**src/rtl/echo_tof_extract_if.sv**
```systemverilog
// Bus between the echo capture stage (master) and the time-of-flight extractor (slave).
// Carries the captured echo vector with its strobe, and the per-shot result back.
interface echo_tof_extract_if #(
    parameter int NWORDS = 25,
    parameter int WORD_W = 16
);
    localparam int NBITS = NWORDS * WORD_W;
    localparam int TW    = $clog2(NBITS);

    logic [NBITS-1:0] total_data;
    logic             tola_en;
    logic             busy;
    logic             echo_valid;
    logic [TW-1:0]    echo_rise;
    logic [TW-1:0]    echo_width;
    logic             echo_none;
    logic             echo_trunc;
    logic             echo_short;
    logic [7:0]       drop_cnt;

    modport master (
        output total_data, tola_en,
        input  busy, echo_valid, echo_rise, echo_width,
               echo_none, echo_trunc, echo_short, drop_cnt
    );

    modport slave (
        input  total_data, tola_en,
        output busy, echo_valid, echo_rise, echo_width,
               echo_none, echo_trunc, echo_short, drop_cnt
    );
endinterface

```
**src/rtl/echo_tof_extract.sv**
```systemverilog
// Latches one captured echo vector per shot and scans it a word per clock to find the
// first accepted pulse: rise index, width and status flags, with a fixed result latency.
module echo_tof_extract #(
    parameter int NWORDS    = 25,
    parameter int WORD_W    = 16,
    parameter int BLANK_IDX = 4,
    parameter int MIN_WIDTH = 3
) (
    input  logic             clk,
    input  logic             rst,
    echo_tof_extract_if.slave bus
);
    localparam int NBITS = NWORDS * WORD_W;
    localparam int TW    = $clog2(NBITS);
    localparam int BW    = $clog2(WORD_W);
    localparam int WCW   = $clog2(NWORDS);
    localparam logic [TW-1:0]  NBITS_T = TW'(NBITS);
    localparam logic [WCW-1:0] LAST_W  = WCW'(NWORDS - 1);

    typedef enum logic [1:0] {ST_IDLE, ST_SCAN, ST_DONE} state_t;
    typedef enum logic [1:0] {SUB_FIND_RISE, SUB_FIND_FALL, SUB_FOUND} sub_t;

    state_t           state_q, state_d;
    sub_t             sub_q, sub_d;
    logic [NBITS-1:0] data_q, data_d;
    logic [WCW-1:0]   word_q, word_d;
    logic             prev_q, prev_d;
    logic [TW-1:0]    rise_idx_q, rise_idx_d;
    logic [TW-1:0]    fall_idx_q, fall_idx_d;
    logic             busy_q, busy_d;
    logic             valid_q, valid_d;
    logic [TW-1:0]    rise_out_q, rise_out_d;
    logic [TW-1:0]    width_out_q, width_out_d;
    logic             none_q, none_d;
    logic             trunc_q, trunc_d;
    logic             short_q, short_d;
    logic [7:0]       drop_q, drop_d;

    logic [TW-1:0]     word_base;
    logic [WORD_W-1:0] cur_word;
    logic [WORD_W-1:0] prev_vec;
    logic [WORD_W-1:0] rise_raw;
    logic [WORD_W-1:0] rise_mask;
    logic [WORD_W-1:0] fall_mask;
    logic [WORD_W-1:0] keep_mask;
    logic [WORD_W-1:0] gt_mask;
    logic              rise_hit, fall_hit, fall_gt_hit;
    logic [BW-1:0]     rise_pos, fall_pos, fall_gt_pos;
    logic              last_word;
    logic              none_calc, trunc_calc;
    logic [TW-1:0]     width_calc;

    // Returns {found, index of lowest set bit}.
    function automatic logic [BW:0] lowest_set(input logic [WORD_W-1:0] v);
        logic [BW:0] res;
        res = '0;
        for (int i = WORD_W - 1; i >= 0; i--) begin
            if (v[i]) begin
                res = {1'b1, BW'(i)};
            end
        end
        return res;
    endfunction

    assign word_base = TW'(word_q) * TW'(WORD_W);
    assign cur_word  = data_q[word_base +: WORD_W];
    // Bit 0's predecessor is the last sample of the previous word.
    assign prev_vec  = {cur_word[WORD_W-2:0], prev_q};
    assign rise_raw  = cur_word & ~prev_vec;
    assign fall_mask = ~cur_word & prev_vec;
    assign rise_mask = rise_raw & keep_mask;
    assign last_word = (word_q == LAST_W);

    generate
        for (genvar gi = 0; gi < WORD_W; gi++) begin : g_bit
            assign keep_mask[gi] = (word_base + TW'(gi)) >= TW'(BLANK_IDX);
            assign gt_mask[gi]   = BW'(gi) > rise_pos;
        end
    endgenerate

    assign {rise_hit, rise_pos}       = lowest_set(rise_mask);
    assign {fall_hit, fall_pos}       = lowest_set(fall_mask);
    assign {fall_gt_hit, fall_gt_pos} = lowest_set(fall_mask & gt_mask);

    always_comb begin
        state_d     = state_q;
        sub_d       = sub_q;
        data_d      = data_q;
        word_d      = word_q;
        prev_d      = prev_q;
        rise_idx_d  = rise_idx_q;
        fall_idx_d  = fall_idx_q;
        valid_d     = 1'b0;
        rise_out_d  = rise_out_q;
        width_out_d = width_out_q;
        none_d      = none_q;
        trunc_d     = trunc_q;
        short_d     = short_q;
        drop_d      = drop_q;
        none_calc   = 1'b0;
        trunc_calc  = 1'b0;
        width_calc  = '0;

        unique case (state_q)
            ST_IDLE: begin
                if (bus.tola_en) begin
                    data_d     = bus.total_data;
                    word_d     = '0;
                    prev_d     = 1'b0;
                    sub_d      = SUB_FIND_RISE;
                    rise_idx_d = '0;
                    fall_idx_d = '0;
                    state_d    = ST_SCAN;
                end
            end
            ST_SCAN: begin
                prev_d = cur_word[WORD_W-1];
                word_d = word_q + 1'b1;
                case (sub_q)
                    SUB_FIND_RISE: begin
                        if (rise_hit) begin
                            rise_idx_d = word_base + TW'(rise_pos);
                            if (fall_gt_hit) begin
                                fall_idx_d = word_base + TW'(fall_gt_pos);
                                sub_d      = SUB_FOUND;
                            end else begin
                                sub_d = SUB_FIND_FALL;
                            end
                        end
                    end
                    SUB_FIND_FALL: begin
                        if (fall_hit) begin
                            fall_idx_d = word_base + TW'(fall_pos);
                            sub_d      = SUB_FOUND;
                        end
                    end
                    default: ;
                endcase
                if (last_word) begin
                    state_d = ST_DONE;
                end
            end
            ST_DONE: state_d = ST_IDLE;
            default: state_d = ST_IDLE;
        endcase

        // Final classification uses the sub-state after the last word has been applied.
        none_calc  = (sub_d == SUB_FIND_RISE);
        trunc_calc = (sub_d == SUB_FIND_FALL);
        if (none_calc) begin
            width_calc = '0;
        end else if (trunc_calc) begin
            width_calc = NBITS_T - rise_idx_d;
        end else begin
            width_calc = fall_idx_d - rise_idx_d;
        end

        if (state_q == ST_SCAN && last_word) begin
            valid_d     = 1'b1;
            rise_out_d  = none_calc ? '0 : rise_idx_d;
            width_out_d = width_calc;
            none_d      = none_calc;
            trunc_d     = trunc_calc;
            short_d     = ~none_calc & (width_calc < TW'(MIN_WIDTH));
        end

        if (bus.tola_en && state_q != ST_IDLE && drop_q != 8'hFF) begin
            drop_d = drop_q + 8'd1;
        end
    end

    assign busy_d = (state_d != ST_IDLE);

    always_ff @(posedge clk or negedge rst) begin
        if (!rst) begin
            state_q     <= ST_IDLE;
            sub_q       <= SUB_FIND_RISE;
            data_q      <= '0;
            word_q      <= '0;
            prev_q      <= 1'b0;
            rise_idx_q  <= '0;
            fall_idx_q  <= '0;
            busy_q      <= 1'b0;
            valid_q     <= 1'b0;
            rise_out_q  <= '0;
            width_out_q <= '0;
            none_q      <= 1'b0;
            trunc_q     <= 1'b0;
            short_q     <= 1'b0;
            drop_q      <= '0;
        end else begin
            state_q     <= state_d;
            sub_q       <= sub_d;
            data_q      <= data_d;
            word_q      <= word_d;
            prev_q      <= prev_d;
            rise_idx_q  <= rise_idx_d;
            fall_idx_q  <= fall_idx_d;
            busy_q      <= busy_d;
            valid_q     <= valid_d;
            rise_out_q  <= rise_out_d;
            width_out_q <= width_out_d;
            none_q      <= none_d;
            trunc_q     <= trunc_d;
            short_q     <= short_d;
            drop_q      <= drop_d;
        end
    end

    assign bus.busy       = busy_q;
    assign bus.echo_valid = valid_q;
    assign bus.echo_rise  = rise_out_q;
    assign bus.echo_width = width_out_q;
    assign bus.echo_none  = none_q;
    assign bus.echo_trunc = trunc_q;
    assign bus.echo_short = short_q;
    assign bus.drop_cnt   = drop_q;
endmodule

```
**src/flat_wrapper.sv**
```systemverilog
// flat-port wrapper written by rule: the top's interface ports become plain ports
module echo_tof_extract_flat 
#(
    parameter int NWORDS    = 25,
    parameter int WORD_W    = 16,
    parameter int BLANK_IDX = 4,
    parameter int MIN_WIDTH = 3
)
  (clk, rst, bus_total_data, bus_tola_en, bus_busy, bus_echo_valid, bus_echo_rise, bus_echo_width, bus_echo_none, bus_echo_trunc, bus_echo_short, bus_drop_cnt);
  echo_tof_extract_if #(.NWORDS(NWORDS), .WORD_W(WORD_W)) bus_i ();
  input  logic clk;
  input  logic rst;
  input wire logic [$bits(bus_i.total_data)-1:0] bus_total_data;
  input wire logic [$bits(bus_i.tola_en)-1:0] bus_tola_en;
  output wire logic [$bits(bus_i.busy)-1:0] bus_busy;
  output wire logic [$bits(bus_i.echo_valid)-1:0] bus_echo_valid;
  output wire logic [$bits(bus_i.echo_rise)-1:0] bus_echo_rise;
  output wire logic [$bits(bus_i.echo_width)-1:0] bus_echo_width;
  output wire logic [$bits(bus_i.echo_none)-1:0] bus_echo_none;
  output wire logic [$bits(bus_i.echo_trunc)-1:0] bus_echo_trunc;
  output wire logic [$bits(bus_i.echo_short)-1:0] bus_echo_short;
  output wire logic [$bits(bus_i.drop_cnt)-1:0] bus_drop_cnt;
  assign bus_i.total_data = bus_total_data;
  assign bus_i.tola_en = bus_tola_en;
  assign bus_busy = bus_i.busy;
  assign bus_echo_valid = bus_i.echo_valid;
  assign bus_echo_rise = bus_i.echo_rise;
  assign bus_echo_width = bus_i.echo_width;
  assign bus_echo_none = bus_i.echo_none;
  assign bus_echo_trunc = bus_i.echo_trunc;
  assign bus_echo_short = bus_i.echo_short;
  assign bus_drop_cnt = bus_i.drop_cnt;
  echo_tof_extract #(.NWORDS(NWORDS), .WORD_W(WORD_W), .BLANK_IDX(BLANK_IDX), .MIN_WIDTH(MIN_WIDTH)) u_core (.clk(clk), .rst(rst), .bus(bus_i));
endmodule
```
**config.mk**
```make
export PLATFORM = sky130hd
export DESIGN_NAME = echo_tof_extract_flat
export DESIGN_NICKNAME = d
export VERILOG_FILES = /design/src/rtl/echo_tof_extract_if.sv /design/src/rtl/echo_tof_extract.sv /design/src/flat_wrapper.sv
export SDC_FILE = /design/constraint.sdc
export NUM_CORES = 1
export LEC_CHECK = 0
export ABC_AREA = 1
export CAP_MARGIN = 5
export CORE_UTILIZATION = 44
export CTS_CLUSTER_DIAMETER = 40
export CTS_CLUSTER_SIZE = 16
export DETAILED_ROUTE_END_ITERATION = 10
export PLACE_DENSITY = 0.69
export SLEW_MARGIN = 20
export SYNTH_ARGS = -nofsm -noshare
export SYNTH_HDL_FRONTEND = slang
export SYNTH_SLANG_ARGS = --single-unit
export TNS_END_PERCENT = 20
```
**constraint.sdc**
```tcl
create_clock -name clk -period 6.9 [get_ports clk]
set_input_delay 1.38 -clock clk [delete_from_list [all_inputs] [get_ports clk]]
set_output_delay 1.38 -clock clk [all_outputs]
set_load 0.05 [all_outputs]
```
==> Yosys cells after proc, flatten, opt, wreduce, memory -nomap -nowiden <==
Index checks and enable logic that the tools add are counted.
{ "word_totals": {"register_bits": 459, "word_cells": 171} }
{ "op_classes": {"addsub": 22, "magnitude_cmp": 33, "n_eq_ne": 6, "shifts": 1, "mux": 75, "bitwise_logic": 8, "n_reduce_logical": 11} }
{ "ops": {"columns": ["op", "count"], "rows": [
  ["400-bit by 10-bit variable part select with 16-bit output", 1],
  ["5-bit two-way mux", 49],
  ["9-bit by 3-bit >= comparator with 1-bit output (second input constant)", 16],
  ["9-bit two-way mux", 10],
  ["9-bit by 4-bit adder with 9-bit output (second input constant)", 8],
  ["16-bit AND", 4],
  ["9-bit case mux with 2 select lines", 3],
  ["9-bit by 3-bit adder with 9-bit output (second input constant)", 4],
  ["4-bit > comparator (first input constant)", 8],
  ["16-bit inverter", 2],
  ["9-bit by 4-bit adder with 9-bit output", 3],
  ["9-bit by 2-bit adder with 9-bit output (second input constant)", 2],
  ["3-bit by 4-bit > comparator with 1-bit output (first input constant)", 4],
  ["2-bit two-way mux", 6],
  ["2-bit case mux with 2 select lines", 3],
  ["5-bit case mux with 2 select lines", 1],
  ["9-bit by 1-bit adder with 9-bit output (second input constant)", 1],
  ["9-bit by 2-bit < comparator with 1-bit output (second input constant)", 1],
  ["9-bit subtractor", 1],
  ["9-bit subtractor (first input constant)", 1],
  ["8-bit by 1-bit adder with 8-bit output (second input constant)", 1],
  ["1-bit by 4-bit > comparator with 1-bit output (first input constant)", 2],
  ["2-bit by 4-bit > comparator with 1-bit output (first input constant)", 2],
  ["8-bit inequality test (second input constant)", 1],
  ["12 further kinds", 22]
]} }

==> Longest topological paths before layout <==
{ "logic_depth": {"word_depth": 48, "ltp_mapped": 56} }

==> Worst setup path after synthesis <==
Ideal clock, no wire load.
{ "synth_timing": {"kind": "register -> register", "from": "register u_core.word_q[1]", "to": "register u_core.width_out_q[8] (netlist: u_core.bus.echo_width[8])", "t_arrival_ps": 4888, "required_ps": 6782, "path_slack_ps": 1895, "path_stages_with_launch": 47, "path_buffers": 3, "period_less_slack_ps": 5005, "cell_sequence": "dfrtp_1 -> buf_4 -> inv_2 -> buf_4 -> buf_2 -> o21ai_0 -> o22ai_1 -> nor2_1 -> nor3_2 -> o21ai_1 -> nand2_1 -> nand2_1 -> nor2_4 -> nand2_2 -> nor2_2 -> nand3_1 -> nand3_1 -> nand2_1 -> [11 not listed] -> fa_1 -> a21oi_1 -> o21bai_1 -> inv_1 -> nor2_1 -> inv_1 -> a21oi_1 -> o21ai_0 -> nand2_1 -> a21oi_1 -> xor2_1 -> inv_1 -> nand2_2 -> inv_2 -> nand2_1 -> nand2_1 -> nand2_1 -> nand2_1"} }
{ "synth_rtl": {"columns": ["element", "line_no", "text"], "rows": [
  ["start, declared", "echo_tof_extract.sv:26", "logic [WCW-1:0] word_q, word_d;"],
  ["start signal, assigned", "echo_tof_extract.sv:195", "word_q <= word_d;"],
  ["branches (longest 40 deep; another with 9-bit by 4-bit adder with 9-bit output)", null, null],
  ["2-bit case mux with 2 select lines *", "echo_tof_extract.sv:119", "case (sub_q)"],
  ["2-bit case mux with 2 select lines *", "echo_tof_extract.sv:104", "unique case (state_q)"],
  ["net u_core.sub_d[1]", "echo_tof_extract.sv:24", "sub_t sub_q, sub_d;"],
  ["2-bit by 1-bit == test with 1-bit output", "echo_tof_extract.sv:149", "trunc_calc = (sub_d == SUB_FIND_FALL);"],
  ["9-bit two-way mux", "echo_tof_extract.sv:152", "end else if (trunc_calc) begin"],
  ["9-bit two-way mux *", "echo_tof_extract.sv:150", "if (none_calc) begin"],
  ["end signal, assigned", "echo_tof_extract.sv:202", "width_out_q <= width_out_d;"],
  ["end, declared", "echo_tof_extract.sv:33", "logic [TW-1:0] width_out_q, width_out_d;"]
]} }
Mark *: on every way through the listed nets, which the timed path passes.
A chain may end at the register's enable or synchronous reset.

==> Final worst setup path <==
{ "layout_timing": {"from": "register u_core.word_q[2]", "to": "register u_core.short_q (netlist: u_core.bus.echo_short)"} }
{ "layout_via": {"elab_chain_len": 48} }
{ "layout_lines": {"columns": ["element", "line_no", "text"], "rows": [
  ["branches (longest 41 deep; another with 9-bit by 4-bit adder with 9-bit output)", null, null],
  ["9-bit case mux with 2 select lines *", "echo_tof_extract.sv:119", null],
  ["9-bit case mux with 2 select lines *", "echo_tof_extract.sv:104", null],
  ["net u_core.fall_idx_d[0]", "echo_tof_extract.sv:29", "logic [TW-1:0] fall_idx_q, fall_idx_d;"],
  ["9-bit subtractor *", "echo_tof_extract.sv:155", "width_calc = fall_idx_d - rise_idx_d;"],
  ["9-bit two-way mux *", "echo_tof_extract.sv:152", null],
  ["9-bit two-way mux *", "echo_tof_extract.sv:150", null],
  ["9-bit by 2-bit < comparator with 1-bit output *", "echo_tof_extract.sv:164", "short_d = ~none_calc & (width_calc < TW'(MIN_WIDTH));"],
  ["1-bit AND *", "echo_tof_extract.sv:164", null],
  ["end signal, assigned", "echo_tof_extract.sv:205", "short_q <= short_d;"],
  ["end, declared", "echo_tof_extract.sv:36", "logic short_q, short_d;"]
]} }
Marked as above.

==> impl_metrics.ini <==
[status]
status = complete, no violations

[timing]
max_slew_margin_pct = 27.0
skew_ns = 0.0442
tightest_slew_ns = 1.10
finalSetupViolCount = 0
fin_crit_sh_pct = 90.8
tns_ns = 0
hold_viol = 0
fmax_mhz = 160
finalCriticalPeriod_ns = 6.27
drv_slew = 0
rsz0062_at_grt = no

[layout]
fin_nets = 3911
final_core_util_pct = 58.8
final_cell_mix = nand2_1 (1,360), dfrtp_1 (456), clkdlybuf4s50_1 (432)
regArea_um2 = 11500
drive_gt1_share_pct = 6.25
final_common_cell = nand2_1
fillers = 4721
area_growth_pct = 31.8
multi_input_area_um2 = 9910

[synthesis]
synthXorXnorAreaFrac_pct = 0.420
yosys.cell_types.count = 45
synth.area.mux_share_pct = 0.0491
synth_top_area_share_pct = 50.1
synthAdderAreaFrac_pct = 0.687
netlist_top_cells_area = dfrtp_1 (50%), nand2_1 (22%), nor2_1 (5.5%)
synth_ff_type = dfrtp_1
async_reset_ff_share_pct = 100
syn_area_um2 = 22900
ys_warn_count = 0
synth_top_family_by_area = simple AND/OR/NAND/NOR gates
syn_area_per_cell_um2 = 7.32
synthCells = 3132
synth_edf_count = 0
yosys.area_share.simple_pct = 32.1
yosys.area.top_type = dfrtp_1
synth-seq-area-share_pct = 50.1
ys_ff_latch = 459
synth_nets = 3547
synth-compound-area-share_pct = 9.81

[min_path]
holdCritPathClass = flop to flop
hold_depth = 2

[power_and_ir_drop]
p_leak_nw = 15.0
peakVddDrop_mv = 0.281
power_density_nw_per_um2 = 569

[critical_path]
path_buf_inv = 11
cp.required_ns = 7.40
cp_slowest_stage_delay_ns = 0.41
cpMostUsedCell = nand2_1
arrival_ns = 6.77
ff2ff_path_depth = 48
critical_path_class = flop to flop
crit_family = simple AND/OR/NAND/NOR gates
path_max_fanout = 25
cp-end-kind = flop
crit_cells = 48
cp-start-kind = flop
slowest_stage = dfrtp_2

[clock_tree]
insertion_delay_ns = 0.61
clkTransAtPathRegs_ns = 0.05
postCtsHoldBufs = 0
tritoncts = done
cts_max_level = 3
numCtsBuffers = 72
ctsRootBufferMaster = clkbuf_16
clock_sinks = 459
cts_buffer_depth = 3

[floorplanning]
die_y_um = 230
die_x_um = 230
io_pins = 434
rows = 83
initial_core_util_pct = 44.6
core_um2 = 51400
dieArea_um2 = 53000

[place]
dpl.hpwl_um = 54400
port_buffers = 433
place.gp.congestion = 0.924

[routing]
antenna_left = 0
wire_per_inst_um = 18.7
drt_iter0_drc = 2010
drc = 0
vias = 22300
drt-total-wl_um = 79000
dr.pass1.iters = 8
via_per_inst = 5.26

[global_route]
grt_max_degree = 236
grt_pass1_vias = 22100
antenna_found_initial = 3
grt_overflow = 0
grt_pass1_wl_um = 122000
grt_use_total_pct = 29.6

[flow_run]
drv_cap = 0
[flip-flops by register name, indices dropped and copies added, names as in the netlist, 2 cells and up]
signal,flops
u_core.fall_idx_q,9
u_core.rise_idx_q,9
u_core.state_q,2
u_core.bus.drop_cnt,8
u_core.bus.echo_rise,9
u_core.sub_q,2
u_core.word_q,5
u_core.bus.echo_width,9
u_core.data_q,400
[cell families (layout without fill, tap and decap cells)]
kind of cell               count (synthesis)  count (layout)
AOI/OAI and AO/OA                        405             405
other                                      0               1
adders and majority gates                 12              12
muxes                                      1               1
buffers and inverters                    367             789
and+or+nand+nor                         1877            1877
xor gates and xnor gates                  11              11
DFF                                      459             459
[per-layer routing]
metal,up-vias,track usage [%],wire [um]
met3,139,6.45,6000
li1,10600,-,-
met1,10700,40.9,34700
met2,896,45.1,35600
met4,2,11.8,2740
met5,-,0,13
[path summary, 6_finish.rpt]
path / start / endpoint / slack, ns
setup / recovery: u_core.word_q[2] / u_core.bus.echo_short / 0.63
hold / removal: u_core.data_q[293] / u_core.data_q[293] / 0.47
setup reg to reg: u_core.word_q[2] / u_core.bus.echo_short / 0.63
hold reg to reg: u_core.data_q[293] / u_core.data_q[293] / 0.47
max in group asynchronous: rst / u_core.data_q[134] / 4.60
min in group asynchronous: rst / u_core.fall_idx_q[8] / 0.79
[per-stage QoR]
stage	area [um^2]	hold WS, ns	worst slack, ns	instances	power, mW
final	30200	0.472	0.633	4235	17.2
after global routing	30200	0.488	0.00904	4235	18.5
after CTS	30100	0.475	0.325	4227	17.1
after detailed placement	27600	0.458	0.307	4095	13.3
after global placement	27600	0.458	0.484	4095	13.1
after floorplan	22900	0.441	1.89	3132	10.6
[synthesized netlist by cell type, types with 12 or more instances]
master and count:
buf_4 12, nand2_1 1361, a21oi_1 30, o21ai_1 51, nand3_1 125, inv_1 168, buf_6 12, clkbuf_1 113
o211ai_1 36, o21ai_0 233, buf_2 40, o22ai_1 24, nand4_1 22, nor2_1 335, dfrtp_1 459, inv_2 13
[tightest hold or removal path, delay by kind of cell (launching register included)]
kind,cells,cell delay [ns]
DFF,1,0.33
and+or+nand+nor,2,0.11
[power by group]
group / switching, mW / internal, mW
clock: 1.41 / 2.26
combinational: 5.92 / 2.92
sequential: 0.702 / 3.98
[area by class of cell]
cell class                      count  area share [%]
Timing Repair Buffer              474            15.9
Sequential cell                   459            38.0
Clock inverter                     46            1.59
Antenna cell                        1         0.00828
Inverter                          183            2.34
Multi-Input combinational cell   2306            32.8
Clock buffer                       86            6.58
Tap cell                          680            2.81
[repair_timing]
action                                  in CTS  in global routing
resized for setup                            0                  7
setup buffers                                0                  6
endpoints found under the setup margin       0                  2
Power figures use the tool's default switching activity.
